===== config.mk =====
export PLATFORM = sky130hd
export DESIGN_NAME = pwm_multi_channel
export DESIGN_NICKNAME = d
export VERILOG_FILES = /design/src/rtl/pwm_pkg.sv /design/src/rtl/pwm_channel.sv /design/src/rtl/pwm_multi_channel.sv
export SDC_FILE = /design/constraint.sdc
export NUM_CORES = 1
export LEC_CHECK = 0
export ABC_AREA = 0
export CAP_MARGIN = 0
export CORE_ASPECT_RATIO = 1.4
export CORE_MARGIN = 2
export CORE_UTILIZATION = 30
export CTS_CLUSTER_SIZE = 30
export DETAILED_ROUTE_END_ITERATION = 6
export GPL_TIMING_DRIVEN = 0
export PLACE_DENSITY = 0.5
export SLEW_MARGIN = 15
export SYNTH_ARGS = -nofsm -noshare
export SYNTH_HDL_FRONTEND = slang
export SYNTH_SLANG_ARGS = --single-unit

===== constraint.sdc =====
create_clock -name clk -period 2.7 [get_ports clk]
set_clock_uncertainty 0.1 [all_clocks]
set_input_delay 0.405 -clock clk [delete_from_list [all_inputs] [get_ports clk]]
set_output_delay 0.405 -clock clk [all_outputs]
set_load 0.05 [all_outputs]

===== src/rtl/pwm_pkg.sv =====
// Shared types for the multi-channel PWM: counting mode and counter direction.
// Imported by the top level; the channel slice needs none of it.
package pwm_pkg;

    typedef enum logic {PWM_EDGE, PWM_CENTER} pwm_mode_e;

    typedef enum logic {DIR_UP, DIR_DOWN} pwm_dir_e;

endpackage


===== src/rtl/pwm_channel.sv =====
// One PWM output slice: compares the shared count against this channel's duty
// value, applies polarity, and registers the result.
module pwm_channel #(
    parameter int WIDTH = 8
) (
    input  logic             i_clk,
    input  logic             i_rst_n,
    input  logic             i_en,
    input  logic [WIDTH-1:0] i_cnt,
    input  logic [WIDTH-1:0] i_value,
    input  logic             i_polarity,
    output logic             o_pwm
);

    logic w_raw;
    logic r_pwm;

    // When disabled the raw level is forced low, so the pin rests at its polarity.
    assign w_raw = i_en && (i_cnt < i_value);

    always_ff @(posedge i_clk or negedge i_rst_n) begin
        if (!i_rst_n) begin
            r_pwm <= 1'b0;
        end else begin
            r_pwm <= w_raw ^ i_polarity;
        end
    end

    assign o_pwm = r_pwm;

endmodule


===== src/rtl/pwm_multi_channel.sv =====
// Multi-channel PWM: one shared period counter (edge or center aligned) with
// double-buffered range/duty/mode that only take effect at a period boundary.
module pwm_multi_channel
    import pwm_pkg::*;
#(
    parameter int CHANNELS = 4,
    parameter int WIDTH    = 8
) (
    input  logic                      clk,
    input  logic                      reset,
    input  logic                      pwm_en,
    input  logic [WIDTH-1:0]          pwm_range,
    input  logic [CHANNELS*WIDTH-1:0] pwm_value,
    input  logic                      pwm_mode,
    input  logic [CHANNELS-1:0]       pwm_polarity,
    input  logic                      pwm_load,
    output logic                      pwm_load_pending,
    output logic                      pwm_period,
    output logic [CHANNELS-1:0]       pwm_out
);

    typedef struct packed {
        logic [WIDTH-1:0]                range;
        pwm_mode_e                       mode;
        logic [CHANNELS-1:0][WIDTH-1:0]  value;
    } pwm_set_t;

    pwm_set_t         r_stage;
    pwm_set_t         r_active;
    logic [WIDTH-1:0] r_cnt;
    pwm_dir_e         r_dir;
    logic             r_pending;
    logic             r_period;

    logic [WIDTH-1:0] w_next_cnt;
    pwm_dir_e         w_next_dir;
    logic             w_wrap;
    logic             w_apply;

    // Center mode with R=0 would have no down leg, so it falls back to edge counting.
    always_comb begin
        w_next_cnt = r_cnt + WIDTH'(1);
        w_next_dir = r_dir;
        if (r_active.mode == PWM_CENTER && r_active.range != '0) begin
            if (r_dir == DIR_UP) begin
                if (r_cnt == r_active.range) begin
                    w_next_cnt = r_cnt - WIDTH'(1);
                    w_next_dir = (r_active.range == WIDTH'(1)) ? DIR_UP : DIR_DOWN;
                end
            end else begin
                w_next_cnt = r_cnt - WIDTH'(1);
                if (r_cnt == WIDTH'(1)) begin
                    w_next_dir = DIR_UP;
                end
            end
        end else if (r_cnt == r_active.range) begin
            w_next_cnt = '0;
        end
    end

    assign w_wrap  = pwm_en && (w_next_cnt == '0);
    assign w_apply = r_pending && (w_wrap || !pwm_en);

    // A load on the applying edge lands in stage after the copy, so it stays pending.
    always_ff @(posedge clk or negedge reset) begin
        if (!reset) begin
            r_cnt     <= '0;
            r_dir     <= DIR_UP;
            r_stage   <= '0;
            r_active  <= '0;
            r_pending <= 1'b0;
            r_period  <= 1'b0;
        end else begin
            if (pwm_en) begin
                r_cnt <= w_next_cnt;
                r_dir <= w_next_dir;
            end else begin
                r_cnt <= '0;
                r_dir <= DIR_UP;
            end
            r_period <= pwm_en && (r_cnt == '0);
            if (w_apply) begin
                r_active <= r_stage;
            end
            if (pwm_load) begin
                r_stage.range <= pwm_range;
                r_stage.mode  <= pwm_mode_e'(pwm_mode);
                r_stage.value <= pwm_value;
                r_pending     <= 1'b1;
            end else if (w_apply) begin
                r_pending <= 1'b0;
            end
        end
    end

    for (genvar gi = 0; gi < CHANNELS; gi++) begin : g_channel
        pwm_channel #(
            .WIDTH(WIDTH)
        ) u_channel (
            .i_clk      (clk),
            .i_rst_n    (reset),
            .i_en       (pwm_en),
            .i_cnt      (r_cnt),
            .i_value    (r_active.value[gi]),
            .i_polarity (pwm_polarity[gi]),
            .o_pwm      (pwm_out[gi])
        );
    end

    assign pwm_load_pending = r_pending;
    assign pwm_period       = r_period;

endmodule

After elaboration in Yosys (flattened, before gate mapping)
Cells that the tools add are included.
- bits of input ports: 49
- output and inout bits: 6
- flip-flop bits (word level): 97
- multiplexer cells: 13
- $lt $le $gt $ge: 4
- bitwise logic cells: 4
- $add $sub $neg: 2
- equal/unequal tests: 4
- reduce and logical (&&, ||, !) cells: 14
- operators by type and width (operator ; number):
    2-to-1 mux 8 bit ; 5
    < comparator 8 bit ; 4
    == test 8 x 1 -> 1 bit (second input constant) ; 2
    zero test 8 bit ; 2
    adder 8 x 1 -> 8 bit (second input constant) ; 1
    == test 8 bit ; 1
    logical AND 1 bit ; 8
    2-to-1 mux 1 bit ; 8
    nonzero test 8 bit ; 1
    subtractor 8 x 1 -> 8 bit (second input constant) ; 1
    XOR 1 bit ; 4
    inequality test 2 x 1 -> 1 bit (second input constant) ; 1
    nonzero test 2 bit ; 1
    zero test 1 bit ; 1
    logical OR 1 bit ; 1

Depth between registers and ports, before layout
Gate-level depths: netlist of the first run.
- word-level depth: 10
- depth in mapped cells: 11
- gate-level depth less buffers: 9

By module
From an unflattened synthesis of the first run, not the netlist that was laid out.
- cells, all modules: 588
- area, all modules: 5935.7 µm²
- modules (own cells, without submodules) (module ; instances ; area each (µm²) ; cells each):
    pwm_multi_channel ; 1 ; 5054.8 ; 484
    pwm_channel ; 4 ; 220.2 ; 26

Worst setup path before layout of the first run
OpenSTA, ideal clock, no wires.
- path kind: reg2reg
- from: register r_cnt[4]
- to: register r_active[0] (netlist name)
- stages on the path, launching flop included: 11
- buffers on the path: 2
- library setup time: 0.125 ns
- data required time: 2.475 ns
- arrival: 2.651 ns
- slack: -0.176 ns
- path through: dfrtp_1 clkbuf_1 xor2_1 nor4_4 a22oi_4 a221oi_1 o21ai_1 nor4b_4 o21ai_4 buf_6 mux2_4
- word-level cells in the longest chain between the ends: 8
- ends and longest elaborated chain (item ; RTL line ; source):
    start: declaration ; pwm_multi_channel.sv:30 ; logic [WIDTH-1:0] r_cnt;
    start signal: assignment ; pwm_multi_channel.sv:75 ; r_cnt <= w_next_cnt;
    adder 8 x 1 -> 8 bit (tied with other cells) ; pwm_multi_channel.sv:42 ; w_next_cnt = r_cnt + WIDTH'(1);
    2-to-1 mux 8 bit ; pwm_multi_channel.sv:46 ; if (r_cnt == r_active.range) begin
    2-to-1 mux 8 bit ; pwm_multi_channel.sv:45 ; if (r_dir == DIR_UP) begin
    2-to-1 mux 8 bit * ; pwm_multi_channel.sv:44 ; if (r_active.mode == PWM_CENTER && r_active.range != '0) begin
    zero test 8 bit * ; pwm_multi_channel.sv:61 ; assign w_wrap = pwm_en && (w_next_cnt == '0);
    logical AND 1 bit * ; pwm_multi_channel.sv:61 ;
    logical OR 1 bit * ; pwm_multi_channel.sv:62 ; assign w_apply = r_pending && (w_wrap || !pwm_en);
    logical AND 1 bit * ; pwm_multi_channel.sv:62 ;
    end signal: assignment ; pwm_multi_channel.sv:83 ; r_active <= r_stage;
    end: declaration ; pwm_multi_channel.sv:29 ; pwm_set_t r_active;
Mark *: on every way between the ends. The rest lies on a longest branch, timed or not.
A chain may end at the register's enable or synchronous reset.

Worst setup path after layout of the first run
- from: register r_active[40] (netlist name)
- to: register r_active[21] (netlist name)
- word-level cells in the longest chain between the ends: 8
- ends and longest elaborated chain (item ; RTL line):
    == test 8 bit ; pwm_multi_channel.sv:46, pwm_multi_channel.sv:56
    2-to-1 mux 8 bit ; pwm_multi_channel.sv:46
    2-to-1 mux 8 bit ; pwm_multi_channel.sv:45
    2-to-1 mux 8 bit * ; pwm_multi_channel.sv:44
    zero test 8 bit * ; pwm_multi_channel.sv:61
    logical AND 1 bit * ; pwm_multi_channel.sv:61
    logical OR 1 bit * ; pwm_multi_channel.sv:62
    logical AND 1 bit * ; pwm_multi_channel.sv:62
Marks and branches as above.

==> qor.txt, run 1 <==
Outcome: finished, violations left
Failing checks: setup timing
Rows: 56
Total CTS buffers: 9
Vias per cell: 4.726
Final setup viols: 41
Syn. warnings: 0
Vias in the first global route: 3533
Placed Area: 5957 µm²
Netlist Area Pre-Place: 5121 µm²
Largest net degree at the start of global routing: 75
Dpl ws: -0.6386 ns
DR DRC count: 0
Final Cycle Share: 1.122
DR iter-0 viols: 84
Final instance area: 6614 µm²
Clock Path Buffers: 2
GPL Wtd Cong: 0.8188
Ratio of cells with drive above 1 in the final layout: 0.3481
Mapped Cells: 404
Startpoint types: register
End-of-flow core utilization: 0.3949
Core area: 16750 µm²
Power Dens Cells: 753.4 nW/µm²
Total track usage: 0.1363
PortBufs: 53
Fillers: 1583
Worst skew pair latency: 0.34 ns
Seq. cell area: 2437 µm²
Setup TNS: -12.94 ns
Synth Area per Inst: 12.68 µm²
Syn Nets: 485
Yosys top cell area share: 0.4740
DRT antenna net count: 0
Htree depth: 3
Cells after DPL: 661
Maximum Capacitance Violations: 0
Multi-input logic area: 2535 µm²
Routed wire length: 11630 µm
Minimum clock period: 3.029 ns
Slew @ Worst Pin: 0.8226 ns
Sequential fraction of the synthesis area: 0.4740
Antenna Cells: 0
Hold Crit Class: primary input to asynchronous set/reset pin
Non-Filler Instances: 700
Initial antenna violation count: 0
Die Wd: 114.4 µm
Synth Flop Type: dfrtp_1
Crit end category: register
Crit-path max FO: 10
First-pass GRT wire length: 18710 µm
Post-detail-place hpwl: 8155 µm
Clock-pin slew on the worst setup and hold paths: 0.07 ns
Overflow after GRT: 0
Worst rel slew slack: 0.4516
Worst hold slack: 0.3826 ns
Nets: 573
Ys async rst share: 1.000
Layout area overhead: 29.15%
Die ar.: 18150 µm²
# clock sinks: 97
Worst Path Arrival: 3.16 ns
Fmax: 0.3301 GHz
RSZ-0062 raised after global routing: yes
CTS tree: done
Static Leakage: 3.138 nW
IO Pins: 55
Vias: 3308
Die Y: 158.6 µm
Yosys reg bits: 97
WL/cell: 16.62 µm
Commonest cells after routing, fill and taps aside: 89 x dfrtp_1, 52 x clkdlybuf4s50_1, 42 x mux2_2, 40 x mux2_4, 32 x inv_1
VDD IR max: 0.0003370 V
CTS root buffer: clkbuf_16
Ranking of synthesized cells by area: dfrtp_1 47%, mux2_4 12%, mux2_2 9.2%
Initial Util: 0.3058
Critical Path RT: 2.83 ns
Slew Limit Fails: 0
Most common cell after layout, fill and taps aside: dfrtp_1
Crit Path Category: register to register
Largest area contributor in the netlist: dfrtp_1
Fin worst setup slack: -0.3290 ns
Pwr Total: 4.983 mW
Final Hold Viols: 0
First-pass iteration count of the detailed router: 4
Synth unique cells: 50
Post-synth EDFFs: 0
## cell type report
cell class                      count  share of cell area
Sequential cell                    97              0.3685
Multi-Input combinational cell    254              0.3833
Clock buffer                       11             0.03670
Inverter                           34             0.02043
Timing Repair Buffer               79              0.1158
Buffer                             17             0.02384
Tap cell                          203             0.03840
Clock inverter                      5             0.01305
## path summary, 6_finish.rpt
| kind | from | to | slack (ns) | cells past startpoint |
|---|---|---|---|---|
| setup / recovery | r_active[40] | r_active[21] | -0.33 | 11 |
| hold / removal | reset | pwm_period | 0.38 | 2 |
| min in group clk | r_stage[16] | r_active[16] | 0.40 | 1 |
| max in group asynchronous | reset | r_cnt[3] | 1.46 | 3 |
| setup reg to reg | r_active[40] | r_active[21] | -0.33 | 11 |
| hold reg to reg | r_stage[16] | r_active[16] | 0.40 | 1 |
## logic make-up after synthesis
| logic type | Yosys count | share of synthesized area |
|---|---|---|
| DFF | 97 | 0.4740 |
| AOI/OAI and AO/OA | 57 | 0.07941 |
| and+or+nand+nor | 68 | 0.08478 |
| buffers and inverters | 53 | 0.04837 |
| xor gates and xnor gates | 15 | 0.02565 |
| muxes | 82 | 0.2096 |
| adders and majority gates | 32 | 0.07818 |
## flip-flops by register name, summed over array words and instances (netlist names)
| register | cells |
|---|---|
| g_channel.u_channel.o_pwm | 4 |
| pwm_load_pending | 1 |
| pwm_period | 1 |
| r_active | 41 |
| r_cnt | 8 |
| r_dir | 1 |
| r_stage | 41 |
## cells in the mapped netlist, types with 8 or more instances
library cell  number
a21o_1            10
a21oi_1           19
clkbuf_1           8
dfrtp_1           97
ha_1              32
inv_1             34
mux2_2            42
mux2_4            40
nand2b_1          10
nor2_1            10
nor3_1             8
o21ai_0            8
xor2_1             9
## timing repair
| item | 4_1_cts | 5_1_grt |
|---|---|---|
| pin swaps | 10 | 2 |
| resized for setup | 29 | 10 |
| hold endpoints to repair | 23 | 0 |
| setup endpoints to repair | 42 | 42 |
| setup buffers | 15 | 10 |
| hold buffers | 1 | 0 |
| gates cloned | 0 | 0 |
## where the power goes
group,switching (mW),total (mW),internal [mW],leakage [nW]
registers,0.199,1.95,1.75,1.14
logic,0.694,1.60,0.907,1.84
clock network,0.585,1.43,0.845,0.160
total,1.48,4.98,3.50,3.14
## critical path, cell delays in order, from the launching register on
cell       delay (ns)
dfrtp_1          0.40
or4_4            0.58
o21a_4           0.26
buf_6            0.12
o211ai_1         0.09
o2bb2ai_1        0.10
a21o_1           0.20
nor4b_4          0.35
o21ai_4          0.09
buf_12           0.15
buf_12           0.15
mux2_4           0.30
## metal layers
metal  part of all wire  track usage  vias to the layer above
met1               0.43       0.1618                     1674
met3              0.023      0.02132                       12
met5                  0            0                        -
met2               0.53       0.2488                       44
met4              0.017      0.04588                        0
li1                   -            -                     1578
Note: power is estimated with default switching activity, not from simulation.
==> run 2, diff against run 1 <==
CTS_CLUSTER_DIAMETER = 120   (was unset)
HOLD_SLACK_MARGIN = 0.08   (was unset)
REMOVE_ABC_BUFFERS = 1   (was unset)
==> qor.txt, run 2 (synthesized netlist as in run 1, its figures left out) <==
Initial antenna violation count: 0
Number of cells on the worst reg-to-reg path: 11
Fillers: 1568
Cells after DPL: 646
VDD IR max: 0.0002809 V
RSZ-0062 raised after global routing: yes
Crit Path Category: register to register
Die ar.: 18150 µm²
Cell count along the critical path: 11
Static Leakage: 3.164 nW
Dpl ws: -1.184 ns
CTS root buffer: clkbuf_16
Critical-path cell list: or4_4, buf_4, o21a_2, o211ai_1, o2bb2ai_1, a21o_1, nor4b_4, o21ai_4, clkbuf_16, buf_16, mux2_4
Die Wd: 114.4 µm
Antenna Cells: 0
Multi-input logic area: 2500 µm²
Final Hold Viols: 0
Total CTS buffers: 9
DR WL met3: 344 µm
Top Family by Delay on Critical Path: simple AND/OR/NAND/NOR gates
Worst rel slew slack: 0.6199
Vias: 3400
IO Pins: 55
Metal-1 WL: 4500 µm
Largest net degree at the start of global routing: 61
Crit-path max FO: 8
Metal2 WL: 5714 µm
Total track usage: 0.1268
Final instance area: 6605 µm²
DRT antenna net count: 0
Crit end category: register
Die Y: 158.6 µm
CP max stage cell: or4_4
Worst skew pair latency: 0.34 ns
Rows: 56
Fmax: 0.3221 GHz
Outcome: finished, violations left
Initial Util: 0.3058
Layout area overhead: 28.98%
Maximum Capacitance Violations: 0
DR DRC count: 0
Vias per cell: 4.836
GPL Wtd Cong: 0.8148
Clock Path Buffers: 2
Final setup viols: 41
CTS tree: done
Overflow after GRT: 0
Routed wire length: 10780 µm
Hold Crit Class: register to register
Setup TNS: -13.82 ns
Worst Path Arrival: 3.23 ns
Critical Path RT: 2.82 ns
Nets: 576
Htree depth: 3
End-of-flow core utilization: 0.3944
Commonest cells after routing, fill and taps aside: 89 x dfrtp_1, 52 x clkdlybuf4s50_1, 42 x mux2_2, 40 x mux2_4
Final Cycle Share: 1.150
Max Used Layer: met4
Startpoint types: register
Most common cell after layout, fill and taps aside: dfrtp_1
Post-detail-place hpwl: 7141 µm
Worst Hold Depth: 1
Failing checks: setup timing
Ratio of cells with drive above 1 in the final layout: 0.3480
Placed Area: 5902 µm²
Fin worst setup slack: -0.4048 ns
Clock-pin slew on the worst setup and hold paths: 0.07 ns
Top flop regs: r_active (41), r_stage (41), r_cnt (8)
Crit path largest cell delay: 0.57 ns
First-pass GRT wire length: 18160 µm
Vias in the first global route: 3668
Pwr Total: 4.785 mW
Minimum clock period: 3.105 ns
PortBufs: 54
Buf+Inv Stages, Crit Path: 3
Core area: 16750 µm²
# clock sinks: 97
Worst hold slack: 0.4042 ns
Slew Limit Fails: 0
Power Dens Cells: 724.4 nW/µm²
WL/cell: 15.34 µm
DR iter-0 viols: 131
Seq. cell area: 2440 µm²
First-pass iteration count of the detailed router: 6
Slew @ Worst Pin: 0.5702 ns
Non-Filler Instances: 703
run 2: cell count changes in the layout (fill, tap and decap cells not counted), sizes merged:
cell / previous run / this run
buf: 36 / 44
bufinv: 2 / 0
clkbuf: 18 / 13
clkinv: 2 / 3
clkinvlp: 2 / 1
inv: 33 / 34
o21a: 1 / 2
run 2: final timing paths:
path	from	to	slack (ns)
worst max-delay path	r_active[35]	r_active[20]	-0.40
worst min-delay path	r_stage[6]	r_active[6]	0.40
worst max register to register	r_active[35]	r_active[20]	-0.40
worst min register to register	r_stage[6]	r_active[6]	0.40
max in group asynchronous	reset	r_cnt[3]	1.42
min in group asynchronous	reset	r_stage[3]	0.43
run 2: final cells by class:
cell class                 instances  area share
multi-input combinational        255      0.3785
sequential                        97      0.3694
timing repair buffer              98      0.1500
clock buffer                      12     0.04035
tap                              203     0.03845
inverter                          34     0.01932
clock inverter                     4    0.003978
run 2: routing by layer:
| layer | up-vias | global-route usage |
|---|---|---|
| met2 | 70 | 0.2288 |
| met4 | 0 | 0.04820 |
| met1 | 1716 | 0.1499 |
| li1 | 1599 | - |
| met5 | - | 0 |
| met3 | 15 | 0.02094 |
run 2: report_power, final:
group / total [mW] / leakage [nW] / switching (mW) / internal, mW
clock: 1.25 / 0.145 / 0.546 / 0.699
combinational: 1.57 / 1.88 / 0.666 / 0.902
sequential: 1.97 / 1.14 / 0.217 / 1.75
run 2: what timing repair did:
item                       4_1_cts  5_1_grt
cloned                           2        0
gates resized for setup         20        7
hold buffers                     1        0
pin swaps                       12       10
hold endpoints to repair        37        0
setup endpoints to repair       42       42
setup buffers                   23       15
==> run 3, diff against run 2 <==
PLACE_DENSITY = 0.49   (was 0.5)
clock period = 3.1 ns   (was 2.7 ns; I/O delays follow)
==> qor.txt, run 3 (synthesized netlist as in run 1, its figures left out) <==
Rows: 56
Layout area overhead: 27.49%
RR Endpoint: r_active[14]
Nets: 567
Initial Util: 0.3058
DR iter-0 viols: 150
First-pass GRT wire length: 17470 µm
CP Launch Point: r_active[37]
Routed wire length: 10840 µm
Pwr Total: 4.152 mW
Static Leakage: 3.123 nW
Die Wd: 114.4 µm
PortBufs: 54
Critical path capture point: r_active[14]
Antenna Cells: 0
DRT antenna net count: 0
Overflow after GRT: 0
Power Dens Cells: 635.9 nW/µm²
End-of-flow core utilization: 0.3899
VDD IR max: 0.0002883 V
Placed Area: 5902 µm²
Die ar.: 18150 µm²
Core area: 16750 µm²
Vias in the first global route: 3538
Total track usage: 0.1237
Startpoint types: register
Commonest cells after routing, fill and taps aside: 89 x dfrtp_1, 52 x clkdlybuf4s50_1, 42 x mux2_2, 40 x mux2_4, 34 x inv_1
Number of cells on the worst reg-to-reg path: 10
CTS root buffer: clkbuf_16
Crit end category: register
Worst Path Arrival: 3.22 ns
CTS tree: done
Final Hold Viols: 0
Htree depth: 3
Crit Reg-Reg Startpoint: r_active[37]
GPL Wtd Cong: 0.8117
Worst skew pair latency: 0.34 ns
IO Pins: 55
Worst rel slew slack: 0.6162
Clock Path Buffers: 2
Hold Crit Class: primary input to asynchronous set/reset pin
DR DRC count: 0
Top flop regs: r_active (41), r_stage (41), r_cnt (8)
Worst hold slack: 0.4055 ns
Ratio of cells with drive above 1 in the final layout: 0.3286
Final instance area: 6529 µm²
Minimum clock period: 3.100 ns
Largest net degree at the start of global routing: 84
RSZ-0062 raised after global routing: yes
Crit-path max FO: 6
Outcome: finished clean
Die Y: 158.6 µm
Clock-pin slew on the worst setup and hold paths: 0.07 ns
Slew Limit Fails: 0
Maximum Capacitance Violations: 0
Most common cell after layout, fill and taps aside: dfrtp_1
Crit Path Category: register to register
Final Cycle Share: 1.000
Slew @ Worst Pin: 0.5757 ns
Post-detail-place hpwl: 7063 µm
Fmax: 0.3226 GHz
First-pass iteration count of the detailed router: 5
WL/cell: 15.64 µm
Critical Path RT: 3.22 ns
Initial antenna violation count: 0
# clock sinks: 97
Vias per cell: 4.781
Final setup viols: 0
Vias: 3313
Total CTS buffers: 9
FF-to-FF setup slack: 0.00001 ns
Setup TNS: 0 ns
run 3: cell count changes in the layout (fill, tap and decap cells not counted), sizes merged:
cell,change
clkbuf,+1
bufinv,+1
buf,-11
clkinvlp,+1
clkinv,-2
run 3: report_power, final:
part / switching (mW) / internal [mW]
logic: 0.582 / 0.753
clock network: 0.466 / 0.644
registers: 0.179 / 1.53
run 3: area by class of cell:
cell class                      count  area, µm²
Clock buffer                       11      242.7
Timing Repair Buffer               89      927.1
Sequential cell                    97       2437
Tap cell                          203      254.0
Inverter                           34      127.6
Multi-Input combinational cell    255       2486
Clock inverter                      4      53.80
Fill cell                        1580      10220
run 3: how the worst min path moves through the flow:
| stage | endpoint | depth (start not counted) |
|---|---|---|
| finish | r_stage[31] | 2 |
| detailed placement | r_stage[14] | 1 |
| floorplan | g_channel[0].u_channel.o_pwm | 0 |
| CTS | r_stage[14] | 2 |
| global placement | r_active[0] | 1 |
| global route | r_stage[13] | 2 |
run 3: per-layer routing:
layer / track usage / vias to the layer above / routed length (µm)
met2: 0.2130 / 75 / 5662
met3: 0.02056 / 17 / 312
met5: 0 / - / 0
li1: - / 1582 / -
met4: 0.06156 / 0 / 217
met1: 0.1487 / 1639 / 4645
run 3: repair_timing:
action / in CTS / in global routing
pin swaps: 10 / 11
endpoints found under the setup margin: 41 / 28
gates resized for setup: 13 / 5
buffers inserted: 19 / 9
endpoints found under the hold margin: 14 / 0
gates cloned: 1 / 2
hold buffers: 1 / 0
run 3: critical path, stage by stage, from the launching register on:
cell,delay (ns)
dfrtp_1,0.40
or4_4,0.57
o21ai_2,0.32
a21oi_1,0.10
a21oi_1,0.23
nand4_1,0.17
nor4b_4,0.36
o21ai_4,0.09
clkbuf_16,0.18
clkbuf_16,0.17
mux2_4,0.29
run 3: stage by stage:
step	worst slack, ns	instances
4_1_cts	0.001678	682
3_3_place_gp	-2.189	642
3_5_place_dp	-0.7862	646
6_report	0.00001199	693
5_1_grt	-0.08262	693
2_1_floorplan	-0.5265	385
